## src/rtl/exec_sequencer_pkg.sv

```systemverilog
// Shared definitions for the execute-unit sequencer: state codes, constants, helpers.
// No logic of its own; latency and backpressure are defined by the users.
// Imported by exec_sequencer and pc_next_calc.
package exec_sequencer_pkg;

  // FSM state codes; ST_BAD is never entered on purpose and recovers to IDLE.
  typedef enum logic [2:0] {
    ST_IDLE   = 3'd0,
    ST_FETCH  = 3'd1,
    ST_DECODE = 3'd2,
    ST_EXEC   = 3'd3,
    ST_MEM    = 3'd4,
    ST_WB     = 3'd5,
    ST_HALT   = 3'd6,
    ST_BAD    = 3'd7
  } state_t;

  localparam logic [31:0] HALT_INSTR_DEF = 32'hFFFF_FFFF;
  localparam logic [31:0] PC_INC         = 32'd4;

  // Word-aligned, sign-extended byte offset of a conditional branch.
  function automatic logic [31:0] branch_offset(input logic [15:0] imm16);
    return {{14{imm16[15]}}, imm16, 2'b00};
  endfunction

endpackage

```

## src/rtl/exec_sequencer_pc_next_calc.sv

```systemverilog
// Next-PC generator: sequential, jump-target or branch-target address.
// Purely combinational, zero cycles.
// No handshake; the caller samples the result when it updates the PC.
module pc_next_calc
  import exec_sequencer_pkg::*;
(
  input  logic [31:0] i_pc,
  input  logic        i_taken,
  input  logic        i_jump,
  input  logic [15:0] i_imm16,
  input  logic [25:0] i_instr_index,
  output logic [31:0] o_pc_next
);

  logic [31:0] w_p4;

  assign w_p4 = i_pc + PC_INC;

  // Jump wins over a taken branch; everything wraps modulo 2^32.
  always_comb begin
    o_pc_next = w_p4;
    if (i_jump) begin
      o_pc_next = {w_p4[31:28], i_instr_index, 2'b00};
    end else if (i_taken) begin
      o_pc_next = w_p4 + branch_offset(i_imm16);
    end
  end

endmodule

```

## src/rtl/exec_sequencer.sv

```systemverilog
// Multi-cycle controller: fetches over req/ack, holds IR, gates RF/DMEM writes, owns the PC.
// 4 cycles per instruction plus fetch wait; loads/stores add MEM_WAIT cycles in MEM.
// Fetch stalls in FETCH until imem_ack; no other backpressure, HALT is left only by reset.
module exec_sequencer
  import exec_sequencer_pkg::*;
#(
  parameter logic [31:0] RESET_PC   = 32'h0000_0000,
  parameter int          MEM_WAIT   = 1,
  parameter int          CNT_W      = 32,
  parameter logic [31:0] HALT_INSTR = HALT_INSTR_DEF
) (
  input  logic             CLK,
  input  logic             RST_N,
  input  logic             start,
  output logic             imem_req,
  output logic [31:0]      imem_addr,
  input  logic             imem_ack,
  input  logic [31:0]      imem_rdata,
  output logic [31:0]      instr,
  input  logic             dec_branch,
  input  logic             dec_jump,
  input  logic             dec_reg_write,
  input  logic             dec_mem_read,
  input  logic             dec_mem_write,
  input  logic [15:0]      dec_imm16,
  input  logic [25:0]      dec_instr_index,
  input  logic             alu_zero,
  output logic             reg_write_en,
  output logic             mem_write_en,
  output logic [31:0]      pc,
  output logic [2:0]       state,
  output logic             halted,
  output logic [CNT_W-1:0] retired
);

  localparam int MW_W = (MEM_WAIT > 1) ? $clog2(MEM_WAIT) : 1;
  localparam logic [MW_W-1:0] MEM_LAST = MW_W'(MEM_WAIT - 1);

  state_t          r_state;
  state_t          w_state_nxt;
  logic [31:0]     r_pc;
  logic [31:0]     r_instr;
  logic            r_taken;
  logic            r_jump;
  logic [MW_W-1:0] r_mem_cnt;
  logic [CNT_W-1:0] r_retired;
  logic            w_mem_last;
  logic            w_mem_op;
  logic [31:0]     w_pc_next;

  assign w_mem_op   = dec_mem_read | dec_mem_write;
  assign w_mem_last = (r_state == ST_MEM) && (r_mem_cnt == MEM_LAST);

  assign imem_addr = r_pc;
  assign instr     = r_instr;
  assign pc        = r_pc;
  assign state     = r_state;
  assign retired   = r_retired;

  pc_next_calc u_pc_next (
    .i_pc          (r_pc),
    .i_taken       (r_taken),
    .i_jump        (r_jump),
    .i_imm16       (dec_imm16),
    .i_instr_index (dec_instr_index),
    .o_pc_next     (w_pc_next)
  );

  // State register; reset forces IDLE from any state, which also drops imem_req at once.
  always_ff @(posedge CLK or negedge RST_N) begin
    if (!RST_N) r_state <= ST_IDLE;
    else        r_state <= w_state_nxt;
  end

  // Next-state and state-decoded outputs; enables are qualified by state so they cannot leak.
  always_comb begin
    w_state_nxt  = r_state;
    imem_req     = 1'b0;
    reg_write_en = 1'b0;
    mem_write_en = 1'b0;
    halted       = 1'b0;
    case (r_state)
      ST_IDLE: begin
        if (start) w_state_nxt = ST_FETCH;
      end
      ST_FETCH: begin
        imem_req = 1'b1;
        if (imem_ack) w_state_nxt = ST_DECODE;
      end
      ST_DECODE: begin
        w_state_nxt = (r_instr == HALT_INSTR) ? ST_HALT : ST_EXEC;
      end
      ST_EXEC: begin
        w_state_nxt = w_mem_op ? ST_MEM : ST_WB;
      end
      ST_MEM: begin
        mem_write_en = w_mem_last & dec_mem_write;
        if (w_mem_last) w_state_nxt = ST_WB;
      end
      ST_WB: begin
        reg_write_en = dec_reg_write;
        w_state_nxt  = ST_FETCH;
      end
      ST_HALT: begin
        halted = 1'b1;
      end
      default: begin
        w_state_nxt = ST_IDLE;
      end
    endcase
  end

  // Instruction register: loaded only on the accepted fetch, so it is stable DECODE..WB.
  always_ff @(posedge CLK or negedge RST_N) begin
    if (!RST_N) begin
      r_instr <= 32'd0;
    end else if ((r_state == ST_FETCH) && imem_ack) begin
      r_instr <= imem_rdata;
    end
  end

  // Branch decision is captured in EXEC while alu_zero reflects this instruction.
  always_ff @(posedge CLK or negedge RST_N) begin
    if (!RST_N) begin
      r_taken <= 1'b0;
      r_jump  <= 1'b0;
    end else if (r_state == ST_EXEC) begin
      r_taken <= dec_jump | (dec_branch & alu_zero);
      r_jump  <= dec_jump;
    end
  end

  // MEM dwell counter: cleared on the way in, counts up to MEM_WAIT-1.
  always_ff @(posedge CLK or negedge RST_N) begin
    if (!RST_N) begin
      r_mem_cnt <= '0;
    end else if (r_state == ST_EXEC) begin
      r_mem_cnt <= '0;
    end else if ((r_state == ST_MEM) && !w_mem_last) begin
      r_mem_cnt <= r_mem_cnt + MW_W'(1);
    end
  end

  // PC advances once per instruction, in WB.
  always_ff @(posedge CLK or negedge RST_N) begin
    if (!RST_N) begin
      r_pc <= RESET_PC;
    end else if (r_state == ST_WB) begin
      r_pc <= w_pc_next;
    end
  end

  // Retired-instruction counter; wraps silently at all-ones.
  always_ff @(posedge CLK or negedge RST_N) begin
    if (!RST_N) begin
      r_retired <= '0;
    end else if (r_state == ST_WB) begin
      r_retired <= r_retired + CNT_W'(1);
    end
  end

endmodule

```

## config.mk

```make
export PLATFORM = sky130hd
export DESIGN_NAME = exec_sequencer
export DESIGN_NICKNAME = d
export VERILOG_FILES = /design/src/rtl/exec_sequencer_pkg.sv /design/src/rtl/exec_sequencer_pc_next_calc.sv /design/src/rtl/exec_sequencer.sv
export SDC_FILE = /design/constraint.sdc
export NUM_CORES = 1
export LEC_CHECK = 0
export ABC_AREA = 1
export CORE_ASPECT_RATIO = 2
export CORE_UTILIZATION = 40
export CTS_CLUSTER_SIZE = 30
export DETAILED_ROUTE_END_ITERATION = 10
export PLACE_DENSITY = 0.7
export SETUP_SLACK_MARGIN = 0.4
export SYNTH_ARGS = -nofsm -noshare
export SYNTH_HDL_FRONTEND = slang
export SYNTH_SLANG_ARGS = --single-unit
export TNS_END_PERCENT = 50
```

## constraint.sdc

```tcl
create_clock -name CLK -period 3 [get_ports CLK]
set_input_delay 0.6 -clock CLK [delete_from_list [all_inputs] [get_ports CLK]]
set_output_delay 0.6 -clock CLK [all_outputs]
set_load 0.005 [all_outputs]
```

-- Word level (Yosys, flattened, before mapping)
Cells that the tools add are included.
- flip-flop bits (word level): 102
- bits in latches: 0
- bits in writable memories: 0
- bits in read-only memories: 0
- input bits: 84
- output and inout port bits: 135
- logic and storage cells: 48
- memories kept: 0
- add/subtract/negate cells: 4
- $mul: 0
- div/mod/pow operators: 0
- magnitude comparators: 0
- equality and inequality tests: 10
- shift operators: 0
- muxes and demuxes: 14
- bitwise gates (word level): 6
- reduce and logical (&&, ||, !) cells: 7
- operators by type and width (operator ; count):
    2-to-1 mux 32 bit ; 2
    adder 32 x 1 -> 32 bit, second input constant ; 1
    adder 32 x 3 -> 32 bit, second input constant ; 1
    adder 32 bit ; 1
    == test 32 bit, second input constant ; 1
    one-hot mux 3 bit (7 select lines) ; 1
    2-to-1 mux 3 bit ; 4
    == test 3 bit, second input constant ; 3
    2-to-1 mux 1 bit ; 7
    == test 3 x 2 -> 1 bit, second input constant ; 2
    != test 2 bit, second input constant ; 3
    AND reduction 4 bit ; 1
    == test 3 x 1 -> 1 bit, second input constant ; 1
    logical AND 1 bit ; 3
    logical NOT 3 bit ; 1
    bitwise AND 1 bit ; 2
    inverter 1 bit ; 2
    OR 1 bit ; 2
    nonzero test 2 bit ; 1
    adder 1 bit, second input constant ; 1
    logical NOT 1 bit ; 1

-- Logic depth before layout (Yosys ltp)
Gate-level depths: netlist of the first run.
- word-level depth: 6
- gate-level depth with buffers: 22

-- Cells and area by module
From an unflattened synthesis of the first run, not the netlist that was laid out.
- cell total of the unflattened synthesis: 1279
- area, all modules: 8600.7 µm²
- modules (own cells, without submodules) (module ; instances ; cells an instance ; area each (µm²)):
    exec_sequencer ; 1 ; 534 ; 4964.8
    pc_next_calc ; 1 ; 745 ; 3636.0

-- Least setup slack after synthesis of the first run
No wires, ideal clock.
- kind: register -> register
- from: reg r_pc[2] (netlist: imem_addr[2])
- to: reg r_pc[28] (netlist: imem_addr[28])
- library setup time: 0.084 ns
- data arrival time: 2.586 ns
- data required time: 2.916 ns
- setup slack: 0.330 ns
- cell stages (with the launch flop): 18
- period minus slack after synthesis: 2.670 ns
- cell sequence: dfrtp_1 > ha_1 > nand3_1 > inv_1 > nand2_1 > nor2_1 > nand3_1 > xor2_1 > inv_1 > ha_1 > nand2_1 > nor2_1 > inv_1 > nor3_1 > nand3_1 > nand3_1 > nand3_1 > a21boi_0
- cells in the longest elaborated chain, start to end: 4
- RTL lines (element ; line ; text):
    start: declaration ; exec_sequencer.sv:41 ; logic [31:0] r_pc;
    start signal: assignment ; exec_sequencer.sv:149 ; r_pc <= w_pc_next;
    adder 32 x 3 -> 32 bit * ; exec_sequencer_pc_next_calc.sv:17 ; assign w_p4 = i_pc + PC_INC;
    adder 32 bit ; exec_sequencer_pc_next_calc.sv:25 ; o_pc_next = w_p4 + branch_offset(i_imm16);
    2-to-1 mux 32 bit ; exec_sequencer_pc_next_calc.sv:24 ; end else if (i_taken) begin
    2-to-1 mux 32 bit * ; exec_sequencer_pc_next_calc.sv:22 ; if (i_jump) begin
Mark *: on every way between the ends. The rest lies on a longest branch, timed or not.
A chain may end at the register's enable or synchronous reset.

-- Worst setup path in the final report of the first run
- from: reg r_pc[4] (netlist: imem_addr[4])
- to: reg r_pc[26] (netlist: imem_addr[26])
- cells in the longest elaborated chain, start to end: 4
- RTL lines (element ; line):
    adder 32 x 3 -> 32 bit * ; exec_sequencer_pc_next_calc.sv:17
    adder 32 bit ; exec_sequencer_pc_next_calc.sv:25
    2-to-1 mux 32 bit * ; exec_sequencer_pc_next_calc.sv:24
    2-to-1 mux 32 bit * ; exec_sequencer_pc_next_calc.sv:22
Marks and branches as above.

==> results of run 1 <==
## flip-flops by register name, indices dropped and copies added, names as in the netlist
name and cells:
imem_addr 30, instr 32, state 3, r_jump 1, r_mem_cnt 1, r_taken 1
retired 32
## cells in the mapped netlist, drive strengths merged, types with 5 or more instances
cell,count,share of area
mux2,32,0.044
nor3,25,0.018
xor2,39,0.042
buf,38,0.034
nand3,80,0.053
clkbuf,13,0.0060
nor2,106,0.052
inv,180,0.083
nand2,351,0.16
xnor2,16,0.017
a21oi,62,0.038
a21boi,9,0.0083
o21ai,24,0.015
o21bai,8,0.0074
ha,38,0.058
nand4,24,0.021
dfrtp,100,0.31
a22oi,5,0.0046
## metrics by stage
| stage | util | hold WS [ns] | cells | TNS [ns] | total power (W) |
|---|---|---|---|---|---|
| CTS | 0.648 | 0.289 | 1801 | 0 | 0.0131 |
| detailed placement | 0.565 | 0.464 | 1732 | -1.88 | 0.0102 |
| finish | 0.706 | 0.280 | 1826 | -0.0201 | 0.0153 |
| floorplan | - | 0.304 | 1185 | 0 | 0.00637 |
| global route | 0.706 | 0.323 | 1826 | -0.911 | 0.0160 |
| global placement | 0.565 | 0.463 | 1732 | -1.54 | 0.0101 |
## power groups by stage
stage	logic, W	registers (W)	clock network [W]
2_1_floorplan	0.00401	0.00236	0
3_3_place_gp	0.00774	0.00239	0
3_5_place_dp	0.00781	0.00240	0
4_1_cts	0.00946	0.00236	0.00130
5_1_grt	0.0122	0.00247	0.00135
6_report	0.0116	0.00241	0.00129
## metal layers
layer	part of all wire	GRT usage	vias to the layer above
met4	0.096	0.255	0
met5	0	0	-
met1	0.33	0.346	4688
met2	0.50	0.602	573
li1	-	-	4472
met3	0.076	0.0648	236
## timing repair
item / 4_1_cts / 5_1_grt
endpoints found under the hold margin: 0 / 0
setup buffers: 53 / 25
pin swaps: 95 / 141
gates resized for setup: 222 / 239
setup endpoints to repair: 24 / 28
## area by class of cell
cell class	count	area, um^2
clock inverter	7	97.6
sequential	100	2510
inverter	182	703
multi-input combinational	852	6370
fill	1527	5860
tap	262	328
timing repair buffer	414	3820
clock buffer	9	225
## kinds of logic (layout without fill, tap and decap cells)
logic type | after synthesis | after routing | share of synthesized area
AND/OR/NAND/NOR | 600 | 600 | 0.317
adder cells (fa/ha/maj) | 39 | 39 | 0.0609
multiplexers | 32 | 32 | 0.0443
flip-flops | 100 | 100 | 0.308
other | 1 | 4 | 0.000461
AO/OA/AOI/OAI | 122 | 122 | 0.0866
XOR/XNOR | 55 | 55 | 0.0592
buffers and inverters | 233 | 612 | 0.124
## cells in the final DEF (no fill, tap or decap), types with 13 or more instances in the layout
master           count
nand2_1            246
clkdlybuf4s50_1    213
buf_4              165
inv_1              138
dfrtp_1             92
nand2_2             68
nor2_1              54
a21oi_1             48
nand3_1             46
inv_2               36
nand2_4             34
mux2_2              32
ha_4                32
buf_6               31
nor2_4              30
nand3_2             29
xor2_1              24
nor2_2              22
nand4_1             22
o21ai_0             19
xnor2_1             16
nor3_1              13
## how the worst max path moves through the flow
stage | start | endpoint | cells after the start
2_1_floorplan | imem_addr[2] | imem_addr[28] | 17
3_3_place_gp | imem_addr[11] | imem_addr[21] | 18
3_5_place_dp | imem_addr[5] | imem_addr[12] | 16
4_1_cts | imem_addr[2] | imem_addr[30] | 20
5_1_grt | imem_addr[3] | imem_addr[27] | 22
6_report | imem_addr[4] | imem_addr[26] | 17
==> flow_summary.json, run 1 <==
{
  "status": "complete, but fails checks",
  "violations": "setup timing",
  "reg2reg_depth": 17,
  "post-route-period-util": 1.01,
  "leakagePower_nw": 6.63,
  "synth_warnings": 0,
  "die_w_um": 103,
  "drc": 0,
  "fin_area_um2": 14100,
  "clkTransAtPathRegs_ns": 0.08,
  "hold_viol": 0,
  "clk_latency_ns": 0.35,
  "skew_ns": 0.00802,
  "antenna_found_initial": 0,
  "hpwl_um": 25500,
  "final_max_slew_viol_count": 0,
  "synth_area_um2": 8130,
  "r2r_end": "imem_addr[26]",
  "path_cells": "nand2_2 -> nor2_4 -> nand2_4 -> nor3_4 -> xor2_1 -> inv_2 -> ha_4 -> nand2_4 -> nor2_4 -> nand2_1 -> nor2_1 -> nand2_1 -> nand3_1 -> nand2_1 -> nand3_1 -> nand2_1 -> a21boi_1",
  "rr_startpoint": "imem_addr[4]",
  "grt_start_max_net_pins": 49,
  "r2r_slack_ns": -0.02,
  "cp_common_cell": "nand2_1",
  "synth_seq_cells": 100,
  "final_layout_size_suffix_gt1_frac": 0.373,
  "die_h_um": 204,
  "ir_worst_vdd_mv": 0.847,
  "ant_nets": 0,
  "gp_congestion": 1.09,
  "coreArea_um2": 19900,
  "drt-pass1-iter-count": 5,
  "ios": 219,
  "placed_area_um2": 11300,
  "n_antenna_cell": 0,
  "place_ws_ns": -0.235,
  "power_density_nw_per_um2": 1090,
  "drv_cap": 0,
  "synth-main-ff-cell": "dfrtp_1",
  "cp-end-kind": "register",
  "nets": 1682,
  "viasPerCell": 5.46,
  "port_buffers": 214,
  "syn_avg_cell_area_um2": 6.88,
  "fmax_mhz": 331,
  "rsz0062_at_grt": "true",
  "grt_pass1_wl_um": 52500,
  "synth_async_sr_flop_share": 1.00,
  "initial_utilization": 0.409,
  "slowest_stage": "dfrtp_1",
  "cts_hold_buf": 0,
  "clkSinkCount": 100,
  "slowest_delay_ns": 0.42,
  "cts_tree": "yes",
  "dieArea_um2": 20900,
  "routedWlPerCell_um": 20.7,
  "dr_total_vias": 9969,
  "synthCells": 1182,
  "p_sw_w": 0.00732,
  "grt_pass1_vias": 9959,
  "arrival_ns": 3.29,
  "synth-seq-area-share": 0.308,
  "path_max_fanout": 4,
  "worstMarginPinSlew_ns": 0.733,
  "sequentialPowerShare": 0.158,
  "synth_edf_count": 0,
  "htreeDepth": 3,
  "grt_usage": 0.341,
  "critPathBufInv": 1,
  "syn2layout_area_growth_pct": 72.8,
  "hold_class": "in2async",
  "drt-total-wl_um": 37900,
  "switching_share": 0.479,
  "p_int_w": 0.00795,
  "crit_family": "simple AND/OR/NAND/NOR gates",
  "numCtsBuffers": 9,
  "setup_viol": 1,
  "drt_iter0_drc": 692,
  "max_slew_margin": 0.511,
  "clk_path_buf_depth": 2,
  "clkPwrFrac": 0.084,
  "cp.required_ns": 3.27,
  "start_kind": "register",
  "ctsRootBufferMaster": "clkbuf_16",
  "rows": 73,
  "fin_crit_ns": 3.02,
  "globalRouteOverflowTotal": 0,
  "synth.distinct_cells": 48,
  "path_class": "reg2reg",
  "setup_ws_ns": -0.0201,
  "p_comb_frac": 0.758
}
Power figures use the tool's default switching activity.
==> inputs of run 2 (changes only) <==
CTS_BUF_LIST = sky130_fd_sc_hd__clkbuf_4 sky130_fd_sc_hd__clkbuf_8   (was not set)
==> run 2 against run 1 <==
The flow now finishes without violations; sequential cell count is the same; global-route usage shrank 0.72 points; non-clock buffer count fell by 18; cell count decreased by 0.99%; critical path type unchanged; highest routed layer unchanged.
==> flow_summary.json, run 2 (same netlist as run 1, synthesis figures left out) <==
{
  "fillers": 1653,
  "cp.required_ns": 3.32,
  "globalRouteOverflowTotal": 0,
  "path_class": "reg2reg",
  "leakagePower_nw": 6.38,
  "rows": 73,
  "skew_ns": 0.0122,
  "dr_total_vias": 9510,
  "htreeDepth": 3,
  "r2r_end": "imem_addr[30]",
  "ant_nets": 0,
  "hpwl_um": 25500,
  "place_ws_ns": -0.235,
  "clkTransAtPathRegs_ns": 0.12,
  "grt_usage": 0.334,
  "arrival_ns": 3.28,
  "grt_start_max_net_pins": 49,
  "worstMarginPinSlew_ns": 0.688,
  "power_density_nw_per_um2": 1030,
  "placed_area_um2": 11300,
  "layout_common_cells": "nand2_1 (268), clkdlybuf4s50_1 (213), buf_4 (164)",
  "start_kind": "register",
  "dieArea_um2": 20900,
  "die_w_um": 103,
  "setup_ws_ns": 0.0422,
  "syn2layout_area_growth_pct": 63.9,
  "drt-total-wl_um": 34600,
  "cts_hold_buf": 0,
  "cp-end-kind": "register",
  "antenna_found_initial": 0,
  "viasPerCell": 5.26,
  "port_buffers": 214,
  "dp.cells": 1732,
  "coreArea_um2": 19900,
  "path_max_fanout": 3,
  "ctsRootBufferMaster": "clkbuf_8",
  "fin_area_um2": 13300,
  "r2r_slack_ns": 0.04,
  "drc": 0,
  "ios": 219,
  "gp_congestion": 1.09,
  "final_common_cell": "nand2_1",
  "n_antenna_cell": 0,
  "grt_pass1_wl_um": 51700,
  "clk_latency_ns": 0.38,
  "clk_path_buf_depth": 2,
  "hold_viol": 0,
  "post-route-period-util": 0.986,
  "die_h_um": 204,
  "reg2reg_depth": 19,
  "grt_pass1_vias": 9937,
  "drt_iter0_drc": 570,
  "numCtsBuffers": 9,
  "nets": 1664,
  "hold_class": "in2async",
  "fmax_mhz": 338,
  "max_slew_margin": 0.541,
  "rsz0062_at_grt": "true",
  "final_util": 0.670,
  "p_total_w": 0.0138,
  "ir_worst_vdd_mv": 0.613,
  "final_layout_size_suffix_gt1_frac": 0.329,
  "initial_utilization": 0.409,
  "final_cells": 1808,
  "rr_startpoint": "imem_addr[4]",
  "clkSinkCount": 100,
  "fin_crit_ns": 2.96,
  "routedWlPerCell_um": 19.1,
  "status": "complete, no violations",
  "cts_tree": "yes",
  "final_max_slew_viol_count": 0,
  "drv_cap": 0,
  "setup_viol": 0,
  "drt-pass1-iter-count": 5
}
run 2: cell type report:
type                    instances  area, um^2  area share
multi-input cells             852        5980       0.448
clock buffers                   9         124     0.00929
well taps                     262         328      0.0246
inverters                     182         686      0.0514
clock inverters                 7        97.6     0.00732
repair buffers                396        3610       0.271
flip-flops and latches        100        2510       0.188
run 2: what timing repair did:
item	CTS	global route
pin swaps	93	82
buffers inserted	44	16
gates resized for setup	211	134
hold endpoints to repair	0	0
endpoints found under the setup margin	24	28
run 2: worst max path at each step:
stage,from,to,slack (ns),cells after the start
6_report,imem_addr[4],imem_addr[30],0.04,19
5_1_grt,imem_addr[3],imem_addr[24],-0.11,21
4_1_cts,imem_addr[2],imem_addr[27],0.19,20
3_5_place_dp,imem_addr[5],imem_addr[12],-0.24,16
3_3_place_gp,imem_addr[11],imem_addr[21],-0.22,18
2_1_floorplan,imem_addr[2],imem_addr[28],0.39,17
run 2: stage by stage:
| stage | setup TNS (ns) | hold slack [ns] |
|---|---|---|
| 4_1_cts | 0 | 0.239 |
| 6_report | 0 | 0.247 |
| 5_1_grt | -0.396 | 0.269 |
| 3_3_place_gp | -1.54 | 0.463 |
| 2_1_floorplan | 0 | 0.304 |
| 3_5_place_dp | -1.88 | 0.464 |
run 2: power breakdown:
| group | switching (W) | internal [W] |
|---|---|---|
| Sequential | 0.000565 | 0.00183 |
| Clock | 0.000564 | 0.000417 |
| Combinational | 0.00546 | 0.00496 |
| Total | 0.00659 | 0.00721 |
run 2: layer usage:
| metal | track usage | vias up | part of all wire |
|---|---|---|---|
| li1 | - | 4428 | - |
| met1 | 0.327 | 4509 | 0.33 |
| met2 | 0.594 | 422 | 0.53 |
| met3 | 0.0641 | 151 | 0.062 |
| met4 | 0.264 | 0 | 0.080 |
| met5 | 0 | - | 0 |
run 2: worst max-delay path: stages, from the launching register on:
cell and delay (ns):
dfrtp_1 0.42, nand2_1 0.15, nor2_2 0.17, nand2_2 0.13, inv_2 0.11, nand2_1 0.12, xor2_1 0.25, inv_2 0.11
ha_4 0.29, nand2_4 0.05, inv_2 0.04, nand2_2 0.05, buf_6 0.12, nor4_4 0.36, nand3_2 0.16, nand2_1 0.10
nand2_1 0.06, nand3_1 0.06, nand2_1 0.06, nand2_1 0.07
